$ cat src/rtl/cordic_pkg.sv
// Shared definitions for the iterative CORDIC engine: mode codes, FSM states,
// the arctangent table at rad*2^29, pi constants, and fixed-point helpers.
package cordic_pkg;

    localparam logic MODE_ROT = 1'b0;
    localparam logic MODE_VEC = 1'b1;

    typedef enum logic [1:0] {
        IDLE = 2'd0,
        RUN  = 2'd1,
        DONE = 2'd2
    } state_t;

    // Angle table scale and size; the iteration index is wide enough for every entry.
    localparam int ANGLE_FRAC   = 29;
    localparam int ATAN_ENTRIES = 24;
    localparam int ITER_IDX_W   = 5;

    // atan(2^-i) * 2^29, rounded to nearest, i = 0..23
    localparam logic signed [31:0] ATAN_TABLE [ATAN_ENTRIES] = '{
        32'sd421657428, 32'sd248918915, 32'sd131521918, 32'sd66762579,
        32'sd33510843,  32'sd16771758,  32'sd8387925,   32'sd4194219,
        32'sd2097141,   32'sd1048575,   32'sd524288,    32'sd262144,
        32'sd131072,    32'sd65536,     32'sd32768,     32'sd16384,
        32'sd8192,      32'sd4096,      32'sd2048,      32'sd1024,
        32'sd512,       32'sd256,       32'sd128,       32'sd64
    };

    localparam logic signed [31:0] PI_ANGLE      = 32'sd1686629713;
    localparam logic signed [31:0] HALF_PI_ANGLE = 32'sd843314857;

    // Rescale a rad*2^29 angle down by 'shift' bits with round-half-up.
    function automatic logic signed [31:0] round_angle(input logic signed [31:0] a,
                                                       input int shift);
        return (a + (32'sd1 <<< (shift - 1))) >>> shift;
    endfunction

    // Clamp a signed value into the range of a w-bit two's complement number.
    function automatic logic signed [31:0] sat_to_width(input logic signed [31:0] v,
                                                        input int w);
        logic signed [31:0] hi;
        logic signed [31:0] lo;
        hi = (32'sd1 <<< (w - 1)) - 32'sd1;
        lo = -(32'sd1 <<< (w - 1));
        if (v > hi) begin
            return hi;
        end else if (v < lo) begin
            return lo;
        end
        return v;
    endfunction

endpackage

$ cat src/rtl/cordic_atan_rom.sv
// Combinational arctangent lookup: returns atan(2^-idx) in the engine's
// internal angle format (rad*2^(WIDTH-3)), sign-extended to WIDTH+GUARD bits.
module cordic_atan_rom
    import cordic_pkg::*;
#(
    parameter int WIDTH = 16,
    parameter int GUARD = 2
) (
    input  logic [ITER_IDX_W-1:0]         idx,
    output logic signed [WIDTH+GUARD-1:0] angle
);
    localparam int IW    = WIDTH + GUARD;
    localparam int SHIFT = ANGLE_FRAC - (WIDTH - 3);

    logic signed [31:0] entry;

    // Table lookup with rounding to the narrower angle scale; indices past the table read zero.
    always_comb begin
        entry = 32'sd0;
        if (idx < ITER_IDX_W'(ATAN_ENTRIES)) begin
            entry = ATAN_TABLE[idx];
        end
        angle = IW'(round_angle(entry, SHIFT));
    end

endmodule

$ cat src/rtl/cordic_iter.sv
// Iterative CORDIC engine with valid/ready handshakes. One micro-rotation per
// clock; full-circle coverage via quadrant pre-rotation at capture; results
// saturated to WIDTH bits and held until the sink takes them.
module cordic_iter
    import cordic_pkg::*;
#(
    parameter int WIDTH = 16,
    parameter int ITERS = 14,
    parameter int GUARD = 2
) (
    input  logic                    clk,
    input  logic                    reset,
    input  logic                    in_valid,
    output logic                    in_ready,
    input  logic                    mode,
    input  logic signed [WIDTH-1:0] x_in,
    input  logic signed [WIDTH-1:0] y_in,
    input  logic signed [WIDTH-1:0] z_in,
    output logic                    out_valid,
    input  logic                    out_ready,
    output logic signed [WIDTH-1:0] res1,
    output logic signed [WIDTH-1:0] res2
);
    localparam int IW    = WIDTH + GUARD;
    localparam int SHIFT = ANGLE_FRAC - (WIDTH - 3);

    localparam logic signed [IW-1:0] PI_Z      = IW'(round_angle(PI_ANGLE, SHIFT));
    localparam logic signed [IW-1:0] HALF_PI_Z = IW'(round_angle(HALF_PI_ANGLE, SHIFT));
    localparam logic [ITER_IDX_W-1:0] LAST_ITER = ITER_IDX_W'(ITERS - 1);

    state_t                  state;
    logic [ITER_IDX_W-1:0]   iter;
    logic                    mode_r;
    logic                    accept;

    logic signed [IW-1:0]    x_cur, y_cur, z_cur;
    logic signed [IW-1:0]    x_ext, y_ext, z_ext;
    logic signed [IW-1:0]    x_pre, y_pre, z_pre;
    logic signed [IW-1:0]    x_nxt, y_nxt, z_nxt;
    logic signed [IW-1:0]    x_sh, y_sh;
    logic signed [IW-1:0]    atan_step;
    logic                    dir_pos;

    // Clamp the wide internal value to the output word.
    function automatic logic signed [WIDTH-1:0] clamp(input logic signed [IW-1:0] v);
        return WIDTH'(sat_to_width(32'(v), WIDTH));
    endfunction

    assign accept = in_valid && in_ready;

    cordic_atan_rom #(
        .WIDTH (WIDTH),
        .GUARD (GUARD)
    ) u_atan_rom (
        .idx   (iter),
        .angle (atan_step)
    );

    // Capture-cycle quadrant fold so the micro-rotations only need to cover +/-pi/2.
    always_comb begin
        x_ext = IW'(x_in);
        y_ext = IW'(y_in);
        z_ext = IW'(z_in);
        x_pre = x_ext;
        y_pre = y_ext;
        z_pre = z_ext;
        if (mode == MODE_ROT) begin
            if (z_ext > HALF_PI_Z) begin
                x_pre = -x_ext;
                y_pre = -y_ext;
                z_pre = z_ext - PI_Z;
            end else if (z_ext < -HALF_PI_Z) begin
                x_pre = -x_ext;
                y_pre = -y_ext;
                z_pre = z_ext + PI_Z;
            end
        end else begin
            z_pre = '0;
            if (x_ext < 0) begin
                x_pre = -x_ext;
                y_pre = -y_ext;
                z_pre = (y_ext >= 0) ? PI_Z : -PI_Z;
            end
        end
    end

    // One micro-rotation: direction from the sign of z (rotation) or y (vectoring).
    always_comb begin
        dir_pos = (mode_r == MODE_ROT) ? !z_cur[IW-1] : y_cur[IW-1];
        x_sh    = x_cur >>> iter;
        y_sh    = y_cur >>> iter;
        if (dir_pos) begin
            x_nxt = x_cur - y_sh;
            y_nxt = y_cur + x_sh;
            z_nxt = z_cur - atan_step;
        end else begin
            x_nxt = x_cur + y_sh;
            y_nxt = y_cur - x_sh;
            z_nxt = z_cur + atan_step;
        end
    end

    // Working registers: load the folded inputs on accept, then iterate while running.
    always_ff @(posedge clk) begin
        if (accept) begin
            mode_r <= mode;
            x_cur  <= x_pre;
            y_cur  <= y_pre;
            z_cur  <= z_pre;
        end else if (state == RUN) begin
            x_cur  <= x_nxt;
            y_cur  <= y_nxt;
            z_cur  <= z_nxt;
        end
    end

    // Control FSM with registered handshake outputs and result registers.
    always_ff @(posedge clk) begin
        if (reset) begin
            state     <= IDLE;
            in_ready  <= 1'b1;
            out_valid <= 1'b0;
            res1      <= '0;
            res2      <= '0;
            iter      <= '0;
        end else begin
            case (state)
                IDLE: begin
                    if (accept) begin
                        state    <= RUN;
                        in_ready <= 1'b0;
                        iter     <= '0;
                    end
                end
                RUN: begin
                    if (iter == LAST_ITER) begin
                        state <= DONE;
                    end else begin
                        iter <= iter + 1'b1;
                    end
                end
                DONE: begin
                    if (!out_valid) begin
                        out_valid <= 1'b1;
                        res1      <= clamp(x_cur);
                        res2      <= (mode_r == MODE_VEC) ? clamp(z_cur) : clamp(y_cur);
                    end else if (out_ready) begin
                        out_valid <= 1'b0;
                        in_ready  <= 1'b1;
                        state     <= IDLE;
                    end
                end
                default: begin
                    state     <= IDLE;
                    in_ready  <= 1'b1;
                    out_valid <= 1'b0;
                end
            endcase
        end
    end

endmodule

$ cat config.mk
export PLATFORM = sky130hd
export DESIGN_NAME = cordic_iter
export DESIGN_NICKNAME = d
export VERILOG_FILES = /design/src/rtl/cordic_pkg.sv /design/src/rtl/cordic_atan_rom.sv /design/src/rtl/cordic_iter.sv
export SDC_FILE = /design/constraint.sdc
export NUM_CORES = 1
export LEC_CHECK = 0
export ABC_CLOCK_PERIOD_IN_PS = 10700
export CAP_MARGIN = 20
export CORE_MARGIN = 5
export CORE_UTILIZATION = 60
export CTS_CLUSTER_DIAMETER = 200
export DETAILED_ROUTE_END_ITERATION = 10
export GPL_ROUTABILITY_DRIVEN = 0
export GPL_TIMING_DRIVEN = 0
export PLACE_DENSITY_LB_ADDON = 0.12
export SLEW_MARGIN = 20
export SYNTH_ARGS = -nofsm -noshare
export SYNTH_HDL_FRONTEND = slang
export SYNTH_SLANG_ARGS = --single-unit
$ cat constraint.sdc
create_clock -name clk -period 10.7 [get_ports clk]
set_clock_uncertainty 0.05 [all_clocks]
set_input_delay 1.07 -clock clk [delete_from_list [all_inputs] [get_ports clk]]
set_output_delay 1.07 -clock clk [all_outputs]
set_load 0.05 [all_outputs]
# ---- Word level (Yosys, flattened, before mapping)
# Memories as Yosys holds them, arrays and structs flattened.
# Cells that the tools add are included.
dict set report word_totals {
  register_bits 96
  ramBits 0
  wordCells 124
  latchBits 0
  inputBits 53
  out_inout_bits 34
  mem_bits_ro 1024
  n_memories 1
}
dict set report classes {
  muxes 66
  n_eq_ne 8
  magnitude_cmp 12
  n_reduce_logical 10
  bitwise 3
  add_sub_neg 12
  multipliers 0
  div 0
  shifts 2
}
# memory words word_bits read_ports rd_ports_with_merged_regs wr line
set mem_list {}
lappend mem_list {{(no name shown)} 32 32 1 0 0 cordic_atan_rom.sv:21} ;# entry = ATAN_TABLE[idx];
# op n
set op_table {}
lappend op_table {{$mux 18} 22}
lappend op_table {{$mux 16} 10}
lappend op_table {{$mux 32} 3}
lappend op_table {{$gt 18x16->1 const B} 3}
lappend op_table {{$lt 18x16->1 const B} 3}
lappend op_table {{$add 18x18->18} 2}
lappend op_table {{$neg 16->18} 2}
lappend op_table {{$sshr 18x5->18} 2}
lappend op_table {{$sub 18x18->18} 2}
lappend op_table {{$add 32x17->32 const B} 1}
lappend op_table {{$mux 1} 21}
lappend op_table {{$add 18x16->18} 1}
lappend op_table {{$sub 18x16->18} 1}
lappend op_table {{$add 16x16->17 const B} 1}
lappend op_table {{$sub 16x16->17 const B} 1}
lappend op_table {{$ge 16x1->1 const B} 1}
lappend op_table {{$gt 16x15->1 const B} 1}
lappend op_table {{$lt 16x1->1 const B} 1}
lappend op_table {{$lt 16x15->1 const B} 1}
lappend op_table {{$mux 5} 2}
lappend op_table {{$pmux 5 s2} 1}
lappend op_table {{$mux 2} 4}
lappend op_table {{$ne 2x2->1 const B} 4}
lappend op_table {{$reduce_and 4->1} 2}
lappend op_table {{other kinds (19)} 21}

# ---- Depth between registers and ports, before layout
dict set report depth {
  ltp_word 10
  ltp_mapped 27
}

# ---- Hierarchy
# A second synthesis with hierarchy kept.
dict set report hier_totals {
  hier_cells 1410
  area_unflattened_um2 11463.5
}
# mod instances area_per_inst_um2 cells_each
set modules_own_cells {}
lappend modules_own_cells {cordic_iter 1 10837.9 1320}
lappend modules_own_cells {cordic_atan_rom 1 625.6 90}

# ---- Worst setup path after synthesis
# No wires, ideal clock.
dict set report synth_path {
  kind {register to register}
  startpoint {register iter[1]}
  endpoint {register z_cur[17] (data pin)}
  period_less_slack_ns 6.005
  path_buffers 4
  setup_time_ns 0.272
  required_time_ns 10.378
  t_arrival_ns 5.683
  slack_ns 4.695
  stages_incl_launch_ff 27
  path_cell_list {dfxtp_1 buf_6 buf_8 buf_8 buf_4 inv_2 ha_1 or2_2 a21oi_1 nor3_1 ha_1 and3_1 o32a_1 nor4_1 nand2_1 o21ai_0 mux2_2 ha_1 o21a_1 o21ai_0 nand2b_1 o2111ai_1 nand3_1 a31oi_1 nor2_1 mux2_1 or4b_1}
}
dict set report synth_via {
  elab_chain_cells 10
}
# element line
set synth_lines {}
lappend synth_lines {{start: declaration} cordic_iter.sv:32} ;# logic [ITER_IDX_W-1:0] iter;
lappend synth_lines {{start signal: assignment} cordic_iter.sv:139} ;# iter <= iter + 1'b1;
lappend synth_lines {{$not 5->6 (not written as such)} cordic_atan_rom.sv:21}
lappend synth_lines {{$mem_v2 32x32} -}
lappend synth_lines {{$mux 32 (not written as such) (2 in series)} cordic_atan_rom.sv:21}
lappend synth_lines {{$mux 32 *} cordic_atan_rom.sv:20} ;# if (idx < ITER_IDX_W'(ATAN_ENTRIES)) begin
lappend synth_lines {{$add 32x17->32 *} cordic_pkg.sv:35} ;# return (a + (32'sd1 <<< (shift - 1))) >>> shift;
lappend synth_lines {{$add 18x16->18 or $sub 18x16->18 (tied branches)} {cordic_iter.sv:99, cordic_iter.sv:95}}
lappend synth_lines {{$mux 18 *} cordic_iter.sv:92} ;# if (dir_pos) begin
lappend synth_lines {{$mux 18 *} cordic_iter.sv:110} ;# end else if (state == RUN) begin
lappend synth_lines {{$mux 18 *} cordic_iter.sv:105} ;# if (accept) begin
lappend synth_lines {{end signal: assignment} cordic_iter.sv:109} ;# z_cur <= z_pre;
lappend synth_lines {{end signal: assignment} cordic_iter.sv:113} ;# z_cur <= z_nxt;
lappend synth_lines {{end: declaration} cordic_iter.sv:36} ;# logic signed [IW-1:0] x_cur, y_cur, z_cur;
# Mark *: on every way between the ends. The rest lies on a longest branch, timed or not. The select of a mux whose other input is x is not followed.
# A chain may end at the register's enable or synchronous reset.

# ---- Worst setup path in the final report
dict set report layout_path {
  startpoint {register iter[0]}
  endpoint {register z_cur[17] (data pin)}
}
# The elaborated chain is that of the path after synthesis.

==> results.json <==
{
  "status": "finished clean",
  "numPortBuffers": 80,
  "drv_slew": 0,
  "htree_levels": 3,
  "vias_per_cell": 6.73,
  "post_dp_cell_area_sq_um": 12200,
  "setup_slack_ns": 3.49,
  "synth-seq-area-share_pct": 22.3,
  "yosysWarnings": 0,
  "cts_resized": 0,
  "syn_to_final_growth_pct": 12.5,
  "ys_ff_latch": 96,
  "dp_cells": 1685,
  "post-cts-setup-buffers": 0,
  "area.sequential_sq_um": 2470,
  "netlist_instances": 1376,
  "syn-num-nets": 1504,
  "cp_max_fo": 13,
  "clock-root-buffer": "clkbuf_16",
  "synthTopCellsByArea": "edfxtp_1 (15%), ha_1 (8.1%), dfxtp_1 (7.4%)",
  "firstDrtPassIters": 9,
  "p_switching_mw": 2.40,
  "final_nets": 1595,
  "ctsHoldBuffers": 0,
  "insertedDiodeCount": 0,
  "dieArea_sq_um": 21300,
  "synth_top_cell_area_share_pct": 14.9,
  "multi_input_area_sq_um": 8120,
  "hpwl_mm": 28.2,
  "async_reset_ff_share_pct": 0,
  "cts_sinks": 96,
  "wire_per_inst_um": 21.3,
  "num_rows": 49,
  "cts_buffers": 9,
  "overflow": 0,
  "die-height_um": 146,
  "drv_cap": 0,
  "drt_iter0_drc": 1407,
  "tritoncts": "done",
  "setup_tns_ns": 0,
  "grt_pass1_wl_mm": 57.2,
  "clock_path_buffers": 2,
  "grt_max_degree": 55,
  "postRouteAntennaNets": 0,
  "drc": 0,
  "fin_cells": 1701,
  "fp.coreArea_sq_um": 18100,
  "first_global_vias": 10800,
  "min_period_ns": 7.21,
  "swShare_pct": 51.4,
  "hold_class": "flop to flop",
  "end_kind": "flop",
  "timing.fmax_mhz": 139,
  "syn_avg_cell_area_sq_um": 8.07,
  "clk_latency_ns": 0.37,
  "n_fill_cell": 1551,
  "cts.reportedPaths.clkPinSlew_ns": 0.07,
  "die_x_um": 146,
  "rsz0062_at_grt": "no",
  "p_per_area_nw_per_um2": 374,
  "drive_above_1_share_pct": 7.34,
  "syn-cell-area_sq_um": 11100,
  "antenna_found_initial": 0,
  "io_pins": 87,
  "peakVddDrop_uv": 175,
  "worst-setup-path-type": "flop to flop",
  "dp_slack_ns": 3.69,
  "cp.arrival_ns": 7.27,
  "yosysTopAreaCell": "edfxtp_1",
  "hold_viol_final": 0,
  "timing.final.crit_share_pct": 67.4,
  "cp-start-kind": "flop",
  "power_frac_comb_pct": 74.2,
  "finalWirelength_mm": 36.1,
  "ys.flop_type": "edfxtp_1",
  "pwr-share-seq_pct": 18.8,
  "final_area_sq_um": 12500,
  "yosysUniqueCellTypes": 95,
  "relSlewSlack_pct": 31.8,
  "p_clk_share_pct": 7.0,
  "p_int_mw": 2.27,
  "track_usage_pct": 33.0,
  "worstMarginPinSlew_ns": 1.02,
  "start_util_pct": 61.4,
  "synth_edf_count": 55,
  "vias": 11400,
  "worstPathRequired_ns": 10.76,
  "cellLeakagePower_nw": 4.74,
  "finalSetupViolCount": 0
}
## cells in the mapped netlist, types with 16 or more instances
cell type    n
xnor2_1     66
dfxtp_1     41
a31oi_1     19
inv_1       42
o31ai_1     19
nor2_1     152
a21o_1      16
xor2_1      63
nor3_1      57
a21oi_1    161
mux2i_1     36
nand3_1     22
o21ai_0     69
clkbuf_1    54
mux4_2      30
ha_1        72
edfxtp_1    55
nand2_1    120
## critical path, stage by stage (launching register included)
cell and delay [ns]:
dfxtp_1 0.35, buf_4 0.22, inv_2 0.21, clkbuf_1 0.69, ha_1 0.27, inv_1 0.04
mux4_2 0.50, nor2_1 0.12, ha_1 0.26, and3_1 0.25, nand3_1 0.13, o32a_1 0.28
nor4_1 0.32, nand2_1 0.18, o21ai_0 0.43, mux2_2 0.27, ha_1 0.26, o21a_1 0.19
o21ai_0 0.14, nand2b_1 0.14, o2111ai_1 0.12, nand3_1 0.15, a31oi_1 0.44, nor2_1 0.11
mux2_1 0.30, or4b_1 0.50
## power groups by stage
stage,Sequential [mW],Clock [mW],Combinational [mW]
final,0.880,0.326,3.47
after global routing,0.879,0.343,3.80
after CTS,0.854,0.326,3.39
after detailed placement,0.863,0,3.35
after global placement,0.859,0,3.28
after floorplan,0.809,0,2.62
## layout make-up
type	instances	share of cell area, %
multi-input combinational	1156	65.0
sequential	96	19.8
timing repair buffer	80	6.41
buffer	77	2.79
tap	229	2.29
clock buffer	10	1.91
inverter	47	1.41
clock inverter	6	0.381
## kinds of logic (layout without fill, tap and decap cells)
kind of cell,count (synthesis),after routing,synth area share (%)
mux,84,84,11.2
simple gates,439,439,18.4
xor+xnor,129,129,10.2
fa+ha+maj,75,75,8.65
buf+inv,124,220,4.73
compound gates,429,429,24.6
flops,96,96,22.3
## worst paths after layout
kind,slack [ns],startpoint,to,depth (start not counted)
max,3.49,iter[0]$_SDFFE_PP0P_,z_cur[17]$_DFFE_PP_,25
min reg2reg,0.42,res1[15]$_SDFFE_PP0P_,res1[15]$_SDFFE_PP0P_,2
max reg2reg,3.49,iter[0]$_SDFFE_PP0P_,z_cur[17]$_DFFE_PP_,25
min,0.42,res1[15]$_SDFFE_PP0P_,res1[15]$_SDFFE_PP0P_,2
## metal layers
metal,vias up,global-route usage [%],share of wire (%)
met5,-,0,0.058
met4,2,15.6,5.0
met3,162,7.07,12
met2,757,49.7,42
met1,5228,45.5,40
li1,5293,-,-
## sequential cells by signal (all words and copies together) (netlist names)
name,cells
res1,16
y_cur,18
mode_r,1
x_cur,18
in_ready,1
iter,5
z_cur,18
out_valid,1
state,2
res2,16
## stage by stage
step / utilization [%] / total power, mW / hold WS (ns)
CTS: 69.1 / 4.57 / 0.417
floorplan: - / 3.43 / 0.434
global route: 69.1 / 5.02 / 0.451
finish: 69.1 / 4.68 / 0.417
detailed placement: 67.5 / 4.21 / 0.408
global placement: 67.4 / 4.14 / 0.404
## cells in the final DEF (no fill, tap or decap), types with 6 or more instances in the layout
cell	n
a211o_1	6
a211oi_1	14
a21o_1	16
a21oi_1	161
a31oi_1	19
and2_1	8
and3_1	8
buf_1	6
buf_2	9
clkbuf_1	54
clkbuf_16	9
clkdlybuf4s50_1	80
dfxtp_1	41
edfxtp_1	55
ha_1	72
inv_1	42
mux2_2	12
mux2i_1	36
mux4_2	30
nand2_1	119
nand2b_1	8
nand3_1	22
nand4_1	6
nor2_1	152
nor2b_1	7
nor3_1	56
nor4_1	10
o211ai_1	10
o21a_1	12
o21ai_0	69
o21ai_1	8
o21bai_1	11
o22ai_1	13
o31a_1	6
o31ai_1	19
or2_2	7
or3_1	10
xnor2_1	66
xor2_1	63
Power figures use the tool's default switching activity.
